## config.mk

```make
export PLATFORM = sky130hd
export DESIGN_NAME = ap_com_lut_bank
export DESIGN_NICKNAME = d
export VERILOG_FILES = /design/src/rtl/ap_com_lut_bank.sv
export SDC_FILE = /design/constraint.sdc
export NUM_CORES = 1
export LEC_CHECK = 0
export BUFFER_PORTS_ARGS = -buffer_cell sky130_fd_sc_hd__buf_2
export CAP_MARGIN = 20
export CORE_AREA = 2 2 218 220
export CTS_BUF_LIST = sky130_fd_sc_hd__clkbuf_4 sky130_fd_sc_hd__clkbuf_8 sky130_fd_sc_hd__clkbuf_16
export DETAILED_ROUTE_END_ITERATION = 12
export DIE_AREA = 0 0 220 222
export GPL_TIMING_DRIVEN = 0
export SETUP_SLACK_MARGIN = 0.05
export SLEW_MARGIN = 20
export SYNTH_ARGS = -nofsm -noshare
export SYNTH_HDL_FRONTEND = slang
export SYNTH_SLANG_ARGS = --single-unit
export TNS_END_PERCENT = 5
```

## constraint.sdc

```tcl
create_clock -name clk -period 1.6 [get_ports clk]
set_input_delay 0.32 -clock clk [delete_from_list [all_inputs] [get_ports clk]]
set_output_delay 0.32 -clock clk [all_outputs]
set_load 0.02 [all_outputs]
```

## src/rtl/ap_com_lut_bank.sv

```systemverilog
// Bank of NUM_CH independent K-input LUT compressors with double-buffered truth tables.
// Tables are staged into shadow copies and swapped into active in one cycle on commit.

module ap_com_lut_lane #(
   parameter int                    LUT_K       = 4,
   parameter logic [2**LUT_K-1:0]   RESET_TABLE = '0
) (
   input  logic                     clk,
   input  logic                     rst_n,
   input  logic                     wr_en,
   input  logic                     swap,
   input  logic [2**LUT_K-1:0]      cfg_table,
   input  logic                     in_valid,
   input  logic [LUT_K-1:0]         in_idx,
   output logic                     pending,
   output logic                     y
);
   logic [2**LUT_K-1:0] active, shadow;

   // Evaluation reads the pre-edge active table, so a sample taken during the
   // swap cycle still sees the old table in full.
   always_ff @(posedge clk or negedge rst_n) begin
      if (!rst_n) begin
         active  <= RESET_TABLE;
         shadow  <= RESET_TABLE;
         pending <= 1'b0;
         y       <= 1'b0;
      end else begin
         if (wr_en) begin
            shadow  <= cfg_table;
            pending <= 1'b1;
         end
         if (swap) begin
            if (pending) active <= shadow;
            pending <= 1'b0;
         end
         if (in_valid) y <= active[in_idx];
      end
   end
endmodule

module ap_com_lut_bank #(
   parameter int                    NUM_CH      = 14,
   parameter int                    LUT_K       = 4,
   parameter logic [2**LUT_K-1:0]   RESET_TABLE = '0,
   localparam int                   TW          = 2**LUT_K,
   localparam int                   CW          = (NUM_CH > 1) ? $clog2(NUM_CH) : 1
) (
   input  logic                     clk,
   input  logic                     rst_n,
   input  logic                     cfg_valid,
   output logic                     cfg_ready,
   input  logic [CW-1:0]            cfg_ch,
   input  logic [TW-1:0]            cfg_table,
   input  logic                     cfg_commit,
   output logic                     cfg_err,
   input  logic                     in_valid,
   input  logic [NUM_CH*LUT_K-1:0]  in_data,
   output logic                     out_valid,
   output logic [NUM_CH-1:0]        out_y,
   output logic                     commit_pending
);
   typedef enum logic {IDLE, SWAP} state_t;

   // One extra bit so NUM_CH == 2**CW is representable in the range check.
   localparam logic [CW:0] NUM_CH_W = (CW+1)'(NUM_CH);

   state_t              state;
   logic                hs, addr_ok, wr_ok, swap;
   logic [NUM_CH-1:0]   pend_vec;

   assign hs             = cfg_valid & cfg_ready;
   assign addr_ok        = {1'b0, cfg_ch} < NUM_CH_W;
   assign wr_ok          = hs & addr_ok;
   assign swap           = (state == SWAP);
   assign commit_pending = |pend_vec;

   // A write accepted alongside the commit counts as pending for the swap decision.
   always_ff @(posedge clk or negedge rst_n) begin
      if (!rst_n) begin
         state     <= IDLE;
         cfg_ready <= 1'b0;
         cfg_err   <= 1'b0;
      end else begin
         if (hs && !addr_ok) cfg_err <= 1'b1;
         case (state)
            IDLE: begin
               cfg_ready <= 1'b1;
               if (cfg_commit && (commit_pending || wr_ok)) begin
                  state     <= SWAP;
                  cfg_ready <= 1'b0;
               end
            end
            SWAP: begin
               state     <= IDLE;
               cfg_ready <= 1'b1;
            end
            default: begin
               state     <= IDLE;
               cfg_ready <= 1'b1;
            end
         endcase
      end
   end

   always_ff @(posedge clk or negedge rst_n) begin
      if (!rst_n) out_valid <= 1'b0;
      else        out_valid <= in_valid;
   end

   for (genvar c = 0; c < NUM_CH; c++) begin : g_lane
      localparam logic [CW-1:0] CH_ID = CW'(c);
      ap_com_lut_lane #(
         .LUT_K       (LUT_K),
         .RESET_TABLE (RESET_TABLE)
      ) u_lane (
         .clk         (clk),
         .rst_n       (rst_n),
         .wr_en       (wr_ok && (cfg_ch == CH_ID)),
         .swap        (swap),
         .cfg_table   (cfg_table),
         .in_valid    (in_valid),
         .in_idx      (in_data[c*LUT_K +: LUT_K]),
         .pending     (pend_vec[c]),
         .y           (out_y[c])
      );
   end
endmodule

```

==> flow_summary.ini <==
[sta]
rsz0062_at_grt = true
period_needed_ps = 2140
finClkSkew_ps = 22.8
worstMarginPinSlew_ps = 1100
fin_setup_tns_ps = -5890
fmax_mhz = 466
whs_ps = -261
period_share_pct = 134
setup_viol = 117
fin_ws_ps = -544
final_hold_viol_count = 88
max_slew_margin_pct = 26.7
drv_slew = 0

[job]
drv_cap = 0

[synthesis]
synth_edf_count = 0
synthTopCellsByArea = dfrtp_1 61%, mux2_2 26%, mux4_2 6.4%
yosysSeqAreaShare_pct = 60.9
ys_top_cells_by_count = 480 x dfrtp_1, 453 x mux2_2, 56 x mux4_2, 42 x mux2i_1, 32 x clkbuf_1
synth.net_count = 1263
synth-simple-area-share_pct = 1.89
yosys.area.top_type = dfrtp_1
ys_types = 32
yosysWarnings = 0
yosys_register_bits = 480
synthAdderAreaFrac_pct = 0
synth_top_area_share_pct = 60.9
syn_area_um2 = 19700
syn_area_per_cell_um2 = 16.7
synth_xor_area_share_pct = 0
syn-instance-count = 1182
async_reset_ff_share_pct = 100
synth-compound-area-share_pct = 0.197
ys.flop_type = dfrtp_1
synth_top_family_by_area = multiplexers
yosys.cell_count.top_type = dfrtp_1
muxShareOfSynthArea_pct = 35.1

[detailed_routing]
vias = 10400
detail-route-antenna-nets = 0
wirelength_mm = 44.0
dr.first_iter.drc_count = 515
drtPass1Iterations = 6
post-route-drc-count = 0
wl_per_cell_um = 22.0
routed_via_density = 5.22

[worst_hold_path]
hold_path_class = in -> async

[grt]
grt_max_degree = 95
grt_pass1_vias = 11200
grt_pass1_wl_mm = 69.3
overflow = 0
track_usage_pct = 18.8
grt_antenna_before_repair = 4

[clock_tree]
cts_inserted_buffers = 52
h-tree-depth = 2
insertion_delay_ps = 600
clkSlewWorstSetupHoldPaths_ps = 60
cts_sinks = 480
clk_path_buf_depth = 3
cts_root_buf = clkbuf_16
cts-hold-fix-buffers = 2
cts_tree = yes

[place]
dp.cells = 1889
place.detailed.hpwl_mm = 28.2
place_congestion = 0.773
post-place-ws_ps = -415
io_buffers = 95

[die]
core_region_area_um2 = 46300
die_area_um2 = 48800
die_h_um = 222
io_pins = 99
rows = 79
start_util_pct = 42.6
die_w_um = 220

[finish]
final_nets = 1433
regArea_um2 = 12000
multi_input_area_um2 = 7620
stdcell_count = 2003
syn_to_final_growth_pct = 20.2
drive_above_1_share_pct = 59.2
fillCellCount = 3901

[critical_path]
crit_required_ps = 1280
cp-start-kind = flip-flop
arrival_ps = 1820
critical_path_class = reg -> out
cp_max_fo = 2
endpoint_kind = primary output

[power]
peakVddDrop_uv = 903
p_leak_nw = 11.3
powerDensity_nw_per_um2 = 1760

[outcome]
outcome = complete, but fails checks
violations = hold timing, setup timing
path summary, 6_finish.rpt:
kind,from,end,slack [ps],cells past startpoint
worst max-delay path,g_lane[11].u_lane.pending,commit_pending,-540,4
worst min-delay path,rst_n,g_lane[0].u_lane.active[10],-260,1
worst max register to register,cfg_ready,g_lane[1].u_lane.shadow[8],-170,5
worst min register to register,cfg_err,cfg_err,480,1
max in group asynchronous,rst_n,g_lane[13].u_lane.active[8],530,3
min in group clk,cfg_table[12],g_lane[9].u_lane.shadow[12],60,2
logic make-up after synthesis:
kind of cell,Yosys count
buffers and inverters,72
AND/OR/NAND/NOR,63
flip-flops,480
multiplexers,560
AO/OA/AOI/OAI,7
where the power goes:
| part | total, W | switching, W | internal [W] |
|---|---|---|---|
| registers | 0.0196 | 0.00254 | 0.0171 |
| logic | 0.00944 | 0.00327 | 0.00617 |
| clock network | 0.0126 | 0.00490 | 0.00769 |
| total | 0.0417 | 0.0107 | 0.0310 |
area by class of cell:
| type | count | area share (%) |
|---|---|---|
| inverter | 5 | 0.0792 |
| clock buffer | 76 | 6.54 |
| buffer | 67 | 2.55 |
| antenna | 5 | 0.0528 |
| timing repair buffer | 116 | 3.56 |
| multi-input combinational | 630 | 32.2 |
| tap | 607 | 3.21 |
| sequential | 480 | 50.7 |
| clock inverter | 17 | 1.13 |
flip-flops by register name (all words and copies together) (netlist names):
| name | flops |
|---|---|
| g_lane.u_lane.active | 224 |
| cfg_err | 1 |
| g_lane.u_lane.shadow | 224 |
| g_lane.u_lane.y | 14 |
| out_valid | 1 |
| cfg_ready | 1 |
| state | 1 |
| g_lane.u_lane.pending | 14 |
critical path, cell delays in order, from the launching register on:
cell and delay [ps]:
dfrtp_1 420, nor4_4 330, nand4_1 170, buf_6 170, buf_6 120
stage by stage:
step,util (%),cell area (um^2),total power [W]
after CTS,50.9,23600,0.0420
after detailed placement,45.8,21200,0.0286
after global routing,51.2,23700,0.0439
final,51.2,23700,0.0417
after floorplan,-,19800,0.0258
after global placement,45.5,21000,0.0281
timing repair:
item	in CTS	in global routing
hold endpoints to repair	90	88
pin swaps	8	3
endpoints found under the setup margin	334	317
gates resized for setup	150	12
cloned	0	1
buffers inserted	2	11
placed cells by master (no fill, tap or decap), types with 10 or more instances in the layout:
cell type	count
buf_2	84
buf_4	16
buf_6	32
buf_8	10
clkbuf_1	10
clkbuf_16	52
clkbuf_4	24
clkbuf_8	12
dfrtp_1	477
mux2_2	425
mux2_4	37
mux2i_1	39
mux4_2	56
nand2_2	13
nor2_1	20
metal layers:
layer | part of all wire (%) | up-vias | wire (um) | global-route usage [%]
li1 | - | 4658 | - | -
met1 | 47 | 5596 | 20700 | 27.4
met2 | 47 | 140 | 20900 | 29.6
met3 | 3.9 | 55 | 1690 | 3.29
met4 | 1.8 | 0 | 788 | 4.31
met5 | 0 | - | 0 | 0
Power figures use the tool's default switching activity.
